[src/rtl/icache_direct_pkg.sv]
// Shared constants and types for the direct-mapped instruction cache.
// Frame layout and FSM state encoding live here so the datapath side can reuse them.
package icache_direct_pkg;

    localparam int WORD_W = 32;
    localparam int SETS   = 16;
    localparam int IIDX_W = $clog2(SETS);
    localparam int ITAG_W = WORD_W - IIDX_W - 2;

    typedef logic [WORD_W-1:0] word_t;

    typedef struct packed {
        logic              valid;
        logic [ITAG_W-1:0] tag;
        word_t             data;
    } icache_frame_t;

    typedef enum logic {
        IDLE,
        MISS
    } icache_state_t;

endpackage

[src/rtl/icache_direct.sv]
// Direct-mapped, read-only, one-word-per-block instruction cache.
// Hits return in the request cycle; misses stall in MISS until the memory port delivers.
module icache_direct
    import icache_direct_pkg::*;
(
    input  logic  CLK,
    input  logic  nRST,
    input  logic  imemREN,
    input  word_t imemaddr,
    output logic  ihit,
    output word_t imemload,
    output logic  iREN,
    output word_t iaddr,
    input  logic  iwait,
    input  word_t iload
);

    icache_state_t state, next_state;
    icache_frame_t frames [SETS];
    word_t         miss_addr;

    logic [IIDX_W-1:0] req_idx;
    logic [ITAG_W-1:0] req_tag;
    logic [IIDX_W-1:0] miss_idx;
    logic [ITAG_W-1:0] miss_tag;
    icache_frame_t     req_frame;
    logic              hit;
    logic              fill;

    assign req_idx   = imemaddr[IIDX_W+1:2];
    assign req_tag   = imemaddr[WORD_W-1:IIDX_W+2];
    assign miss_idx  = miss_addr[IIDX_W+1:2];
    assign miss_tag  = miss_addr[WORD_W-1:IIDX_W+2];
    assign req_frame = frames[req_idx];

    // Byte offsets never matter for word-aligned fetches.
    logic unused_offset;
    assign unused_offset = ^{imemaddr[1:0], miss_addr[1:0]};

    assign hit  = (state == IDLE) && imemREN && req_frame.valid && (req_frame.tag == req_tag);
    assign fill = (state == MISS) && !iwait;

    always_ff @(posedge CLK) begin
        if (nRST) begin
            state     <= IDLE;
            miss_addr <= '0;
            for (int i = 0; i < SETS; i++) begin
                frames[i] <= '0;
            end
        end else begin
            state <= next_state;
            if ((state == IDLE) && imemREN && !hit) begin
                miss_addr <= imemaddr;
            end
            if (fill) begin
                frames[miss_idx] <= '{valid: 1'b1, tag: miss_tag, data: iload};
            end
        end
    end

    always_comb begin
        next_state = state;
        ihit       = 1'b0;
        imemload   = req_frame.data;
        iREN       = 1'b0;
        iaddr      = imemaddr;
        unique case (state)
            IDLE: begin
                ihit = hit;
                if (imemREN && !hit) begin
                    next_state = MISS;
                end
            end
            MISS: begin
                iREN  = 1'b1;
                iaddr = miss_addr;
                // The fill cycle itself never reports a hit; the frame is readable next cycle.
                if (!iwait) begin
                    next_state = IDLE;
                end
            end
            default: next_state = IDLE;
        endcase
    end

endmodule

[config.mk]
export PLATFORM = sky130hd
export DESIGN_NAME = icache_direct
export DESIGN_NICKNAME = d
export VERILOG_FILES = /design/src/rtl/icache_direct_pkg.sv /design/src/rtl/icache_direct.sv
export SDC_FILE = /design/constraint.sdc
export NUM_CORES = 1
export LEC_CHECK = 0
export BUFFER_PORTS_ARGS = -buffer_cell sky130_fd_sc_hd__buf_2
export CAP_MARGIN = 20
export CORE_ASPECT_RATIO = 1.1
export CORE_MARGIN = 4
export CORE_UTILIZATION = 29
export CTS_CLUSTER_SIZE = 16
export DETAILED_ROUTE_END_ITERATION = 8
export SYNTH_ARGS = -nofsm -noshare
export SYNTH_HDL_FRONTEND = slang
export SYNTH_SLANG_ARGS = --single-unit
[constraint.sdc]
create_clock -name CLK -period 14.5 [get_ports CLK]
set_input_delay 2.9 -clock CLK [delete_from_list [all_inputs] [get_ports CLK]]
set_output_delay 2.9 -clock CLK [all_outputs]
set_load 0.01 [all_outputs]
==> results of run 1 <==
[worst max-delay path, delay by kind of cell]
family | cells | cell delay [ns]
buffers and inverters | 4 | 2.11
xor gates and xnor gates | 1 | 0.31
muxes | 3 | 0.96
and+or+nand+nor | 3 | 0.67
[Yosys cell counts, types with 8 or more instances]
library cell    n  area (µm²)
a21o_1         16       120.1
a22o_1         11       96.34
a22oi_1        10       75.07
a2bb2oi_1      12       105.1
a2bb2oi_2      20       300.3
and2_1        932        5831
and3_1          8       50.05
buf_1          20       75.07
buf_2          29       145.1
buf_4          15       112.6
clkbuf_1      205       769.5
dfxtp_1        49       980.9
edfxtp_1      928       27870
mux2_2         30       337.8
mux2i_1        56       560.5
mux4_2        245        5518
nand2_1        35       131.4
nand3_1        44       220.2
nand4_1        42       262.8
nor2_1         36       135.1
nor2b_1        40       250.2
nor3_1         18       90.09
o211ai_1       32       240.2
o21ai_0        25       125.1
xnor2_1        25       219.0
[cells by family (layout without fill, tap and decap cells)]
group / Yosys count / in the layout
simple gates: 1198 / 1198
flops: 977 / 977
mux: 331 / 331
buf+inv: 281 / 380
compound gates: 162 / 162
xor+xnor: 30 / 30
other cells: 0 / 5
[metal layers]
metal / GRT usage / wire length [µm]
met5: 0 / 52
met4: 0.04691 / 4069
met3: 0.02767 / 10900
met2: 0.2683 / 64790
met1: 0.2339 / 57800
[layout make-up]
class / instances / area (µm²)
clock inverter: 45 / 426.7
inverter: 4 / 17.52
fill: 14812 / 103400
antenna: 5 / 12.51
tap: 2065 / 2584
timing repair buffer: 194 / 1150
clock buffer: 137 / 2748
sequential: 977 / 28850
multi-input combinational: 1721 / 15560
[how the worst max path moves through the flow]
stage                      from           to  slack (ns)  cells past startpoint
global placement    imemaddr[2]         ihit        4.45                     11
CTS                 imemaddr[2]         ihit        4.47                     11
floorplan           imemaddr[2]  imemload[0]        6.21                      8
finish              imemaddr[2]         ihit        4.56                     11
global route        imemaddr[2]         ihit        4.23                     11
detailed placement  imemaddr[2]         ihit        4.48                     11
[layout by cell type (no fill, tap or decap), types with 12 or more instances in the layout]
cell type,instances
nor3_1,14
o21ai_0,13
buf_4,61
xnor2_1,25
nor2_1,24
buf_2,130
clkinv_1,22
mux4_2,245
nor2_4,12
and2_1,932
mux2i_1,56
mux2_2,30
dfxtp_1,48
edfxtp_1,928
o211ai_1,32
nand4_1,42
a2bb2oi_2,20
a2bb2oi_1,12
nand3_1,44
nand2_1,35
clkbuf_16,105
o21ai_4,12
nor2b_1,39
a21o_1,16
clkbuf_1,32
[registers in the layout (all words and copies together) (netlist names)]
| register | cells |
|---|---|
| miss_addr | 32 |
| state | 1 |
| frames | 944 |
[through the flow]
step / util / total power [µW] / setup slack, ns / cell area, µm²
final: 0.3319 / 6306 / 4.559 / 51350
after global routing: 0.3318 / 6496 / 4.230 / 51340
after CTS: 0.3318 / 6348 / 4.470 / 51340
after detailed placement: 0.3113 / 3825 / 4.478 / 48160
after global placement: 0.3113 / 3816 / 4.449 / 48160
after floorplan: - / 3600 / 6.209 / 45360
[power breakdown]
part / switching (µW) / total (µW) / leakage (µW) / internal, µW
logic: 319 / 504 / 0.00681 / 185
clock network: 1120 / 2550 / 0.00153 / 1420
registers: 68.9 / 3250 / 0.0100 / 3190
==> run metrics, run 1 <==
H-tree levels=3; measured slew at the worst slew-check pin=1.205 ns; #FFs+latches synth=977; final antenna-violating net count=0; largest family of logic cells by synthesized area=simple AND/OR/NAND/NOR gates; Max stage delay on crit path=0.84 ns; initial antenna violation count=19; Final setup viols=0; R2R depth=8; maximum clock path buffer count=3; cell depth of the worst hold path=1; core area=154700 µm²; Compound-Gate Fraction of Synth Area=0.02896; CP Class=primary input to output port; total track usage=0.1671; Yosys cell types=54; asr flop ratio synth=0; Final #Nets=3070; Hold Startpoint=frames[0][58]; clock skew=0.04506 ns; CTS tree=built; total CTS buffers=104; Sink Count=977; r2r endpoint=frames[12][21]; Post-Syn Area=45360 µm²; Worst Hold Class=register to register; Crit Path Max Fanout=43; area grow syn2layout=13.20%; Clock Latency Late Sink=0.71 ns; Pins Over Slew Limit=0; Post-DP HPWL=72910 µm; syn_area_per_cell=15.23 µm²; unrepaired setup endpoints after global routing=no; Initial Util=0.2932; Final Hold Fails=0; Peak Freq=100.6 MHz; Placed Cells=4961; final worst path period share=0.6856; Iter 0 DRT Violations=3039; Ports=134; drt drc=0; vias in the first global route=26532; peak supply drop=85.04 µV; XOR/XNOR share of the synthesized area=0.005792; outcome=completed; Simple-Gate Fraction of Synth Area=0.1610; largest net degree at the start of global routing=87; CTS resizes=0; Final TNS setup=0 ns; overflow left after global routing=0; Cells after Synth=2979; DR WL/cell=26.73 µm; P per Cell Area=122.8 nW/µm²; I/O Buffers=133; sink of the worst hold path=frames[0][58]; worst path cell trace=buf_8 > buf_4 > buf_4 > mux4_2 > mux2i_1 > mux2i_1 > xnor2_1 > nand4_1 > nor3_1 > and4_1 > buf_2; max-cap violations=0; Via Count=26307; slowest CP cell=buf_4; worst rel slew slack=0.1948; leak pwr=0.01834 µW; reg2reg start=state; CTS clk-pin slew, worst paths=0.06 ns; critical path capture point type=output port; postcts setup bufs=0; Synth Flop Type=edfxtp_1; R2R Setup Slk=10.09 ns; Die Ht=422.8 µm; clock tree root buffer cell=clkbuf_16; syn nets=3047; die area=162800 µm²; Die Width=385.1 µm; first-pass GRT wire length=197700 µm; Hold Buf Count CTS=0; mean number of vias per cell=5.110; crit path time final=9.941 ns; Detailed Route WL=137600 µm; Min Hold Slack=0.4505 ns; data required time of the critical path=11.60 ns; sequential share of the synthesized area=0.6359; Pre-Repair DR Iteration Count=7; Synth Area in Adders=0; Synth Warn #=0; Worst Path Arrival=7.04 ns; mux cell area share after synthesis=0.1414; Startpoint Class=primary input; Post-synth EDFFs=928; GPL Wtd Cong=0.8074; final non-filler cell total=5148; layout cells sized above 1=0.2141; Rows=151
Power figures use the tool's default switching activity.
==> inputs of run 2 (changes only) <==
Settings changed: ABC_AREA set to 1.
Clock period 14.5 ns to 9.15 ns, I/O delays scaled along.
==> run 2 against run 1 <==
  * Non-clock buffer count shrank 3
  * Critical path depth decreased by 2
  * Die area shrank 2.1%
  * Core utilization down 0.39 points
  * Hold slack gained 0.00077 ns
  * Total power is 61% higher
  * Cell count up 28%
  * Area after synthesis down 2.2%
  * Flip-flop and latch count unchanged
  * Critical path type unchanged
  * Highest routed layer unchanged
==> run metrics, run 2 <==
outcome=completed (unchanged); area grow syn2layout=12.33% (was 13.20%); Final setup viols=0 (unchanged); Register Area=28850 µm² (unchanged); area share of the largest cell type after synthesis=0.6279 (was 0.6143); most common cell after layout, fill and taps aside=nor2_1 (was and2_1); worst rel slew slack=0.1865 (was 0.1948); Peak Freq=146.0 MHz; Clock Latency Late Sink=0.69 ns (was 0.71 ns); most frequent cells in the layout=nor2_1 (1345), edfxtp_1 (928), nand2_1 (718), o21ai_0 (321), nand3_1 (314) (was and2_1 (932), edfxtp_1 (928), mux4_2 (245), buf_2 (130), clkbuf_16 (105)); Initial Util=0.2919 (was 0.2932); Cells after Synth=4591 (was 2979); Final Hold Fails=0 (unchanged); final antenna-violating net count=0 (unchanged); pre-CTS setup slack=2.445 ns (was 4.478 ns); leak pwr=0.01934 µW (was 0.01834 µW); reg2reg start=state (unchanged); Top Registers=frames: 944 flops, miss_addr: 32 flops, state: 1 flops (unchanged); Final TNS setup=0 ns (unchanged); fill count=15438 (was 14812); post-synth top area cell=edfxtp_1 (unchanged); Synth Warn #=0 (unchanged); peak supply drop=162.1 µV (was 85.04 µV); critical path capture point type=output port (unchanged); drt drc=0 (unchanged); DR WL/cell=23.23 µm (was 26.73 µm); Iter 0 DRT Violations=4521 (was 3039); max reg flops=944 (unchanged); layout cells sized above 1=0.08163 (was 0.2141); Die Width=381.0 µm (was 385.1 µm); vias in the first global route=32078 (was 26532); GPL Wtd Cong=0.8697 (was 0.8074); measured slew at the worst slew-check pin=1.220 ns (was 1.205 ns); sink of the worst hold path=frames[3][58] (was frames[0][58]); Post-DP HPWL=79340 µm (was 72910 µm); syn nets=4659 (was 3047); clock tree root buffer cell=clkbuf_16 (unchanged); unrepaired setup endpoints after global routing=no (unchanged); final worst path period share=0.7488; post-route setup slack=2.299 ns (was 4.559 ns); P per Cell Area=203.3 nW/µm² (was 122.8 nW/µm²); Post-Syn Area=44380 µm² (was 45360 µm²); syn_area_per_cell=9.667 µm² (was 15.23 µm²); core area=152000 µm² (was 154700 µm²); first-pass GRT wire length=220800 µm (was 197700 µm); crit path time final=6.851 ns; Hold Buf Count CTS=0 (unchanged); Pins Over Slew Limit=0 (unchanged); largest net degree at the start of global routing=201 (was 87); Detailed Route WL=152700 µm (was 137600 µm); total track usage=0.1854 (was 0.1671); Yosys cell types=28 (was 54); initial antenna violation count=5 (was 19); die area=159400 µm² (was 162800 µm²); #FFs+latches synth=977 (unchanged); total CTS buffers=103 (was 104); R2R Setup Slk=5.07 ns (was 10.09 ns); CTS clk-pin slew, worst paths=0.06 ns (about the same); max-cap violations=0 (unchanged); CTS tree=built (unchanged); maximum clock path buffer count=3 (unchanged); data required time of the critical path=7.32 ns (was 11.60 ns); Synth Flop Type=edfxtp_1 (unchanged); cell depth of the worst hold path=2 (was 1); multi-input logic area=13060 µm² (was 15560 µm²); Final Util=0.3279 (was 0.3319); CTS resizes=0 (unchanged); synth cell count leaders=nor2_1 (1345), edfxtp_1 (928), nand2_1 (750) (was and2_1 (932), edfxtp_1 (928), mux4_2 (245)); Crit Path Max Fanout=186 (was 43); CP Class=primary input to output port (unchanged); Sink Count=977 (unchanged); Via Count=34176 (was 26307); r2r endpoint=frames[10][41] (was frames[12][21]); Post-synth EDFFs=928 (unchanged); final non-filler cell total=6572 (was 5148); mean number of vias per cell=5.200 (was 5.110); overflow left after global routing=0 (unchanged); Worst Hold Class=register to register (unchanged); most frequent cell after synthesis=nor2_1 (was and2_1); Ports=134 (unchanged); clock skew=0.03785 ns (was 0.04506 ns); Final #Nets=4581 (was 3070); Rows=150 (was 151); I/O Buffers=133 (unchanged); postcts setup bufs=0 (unchanged); Startpoint Class=primary input (unchanged); sequential share of the synthesized area=0.6500 (was 0.6359); Worst Path Arrival=5.02 ns (was 7.04 ns); Die Ht=418.3 µm (was 422.8 µm); Placed Cells=6383 (was 4961); ranking of synthesized cells by area=edfxtp_1 (63%), nor2_1 (11%), nand2_1 (6.3%), o21ai_0 (3.6%), nand3_1 (3.5%) (was edfxtp_1 (61%), and2_1 (13%), mux4_2 (12%), dfxtp_1 (2.2%), clkbuf_1 (1.7%)); H-tree levels=3 (unchanged); Hold Startpoint=frames[3][58] (was frames[0][58]); asr flop ratio synth=0 (unchanged); Most flops, register=frames (unchanged); Pre-Repair DR Iteration Count=5 (was 7); R2R depth=7 (was 8)
-- run 2: changes by cell type after synthesis, moves of 33 or more --
cell / before / now
nor2_1: 36 / 1345
nand2_1: 35 / 750
mux4_2: 245 / 0
nand3_1: 44 / 314
o21ai_0: 25 / 321
o211ai_1: 32 / 65
clkbuf_1: 205 / 277
and2_1: 932 / 0
o22ai_1: 7 / 42
nand4_1: 42 / 3
inv_1: 1 / 256
mux2i_1: 56 / 0
o221ai_1: 1 / 87
nor2b_1: 40 / 0
-- run 2: cell families (layout without fill, tap and decap cells) --
| group | Yosys count | after routing | share of synthesized area |
|---|---|---|---|
| compound gates | 547 | 547 | 0.07395 |
| other cells | 0 | 2 | 0 |
| buf+inv | 640 | 643 | 0.06112 |
| flops | 977 | 977 | 0.6500 |
| simple gates | 2427 | 2427 | 0.2149 |
-- run 2: power by group --
part / internal [µW] / switching (µW) / leakage [µW]
Combinational: 203 / 701 / 0.00781
Clock: 2380 / 1760 / 0.00159
Sequential: 5050 / 49.2 / 0.00994
Total: 7630 / 2510 / 0.0193
-- run 2: layout make-up --
cell class | count | share of cell area
antenna | 2 | 0.0001004
clock buffer | 140 | 0.05677
inverter | 266 | 0.02050
multi-input combinational | 2974 | 0.2620
timing repair buffer | 191 | 0.02354
clock inverter | 46 | 0.008809
tap | 1976 | 0.04959
sequential | 977 | 0.5787
-- run 2: worst max-delay path by stage --
stage	to	cells after the start	start	slack, ns
final	imemload[29]	9	imemaddr[2]	2.30
after CTS	ihit	13	imemaddr[5]	2.44
after detailed placement	ihit	13	imemaddr[5]	2.45
after global routing	ihit	14	imemaddr[2]	2.25
after floorplan	imemload[26]	11	imemaddr[2]	3.88
after global placement	ihit	13	imemaddr[5]	2.41
-- run 2: worst max-delay path, cell delays in order --
cell and delay (ns):
buf_8 0.20, clkinv_8 0.11, buf_12 0.44, buf_4 0.96, o21ai_0 0.20, o221ai_1 0.21, o211ai_1 0.11, nand2_1 0.24
buf_2 0.18
-- run 2: metrics by stage --
stage,area [µm²],power [µW],hold WS (ns)
2_1_floorplan,44380,5725,0.4218
3_3_place_gp,46570,6077,0.4337
3_5_place_dp,46570,6088,0.4358
4_1_cts,49840,10170,0.4499
5_1_grt,49850,10440,0.4740
6_report,49850,10140,0.4512
-- run 2: layer usage --
metal | wire length (µm) | GRT usage | share of wire
met5 | 13 | 0 | 0.000085
met4 | 5987 | 0.06797 | 0.039
met3 | 14600 | 0.02936 | 0.096
met2 | 71600 | 0.3048 | 0.47
met1 | 60480 | 0.2477 | 0.40
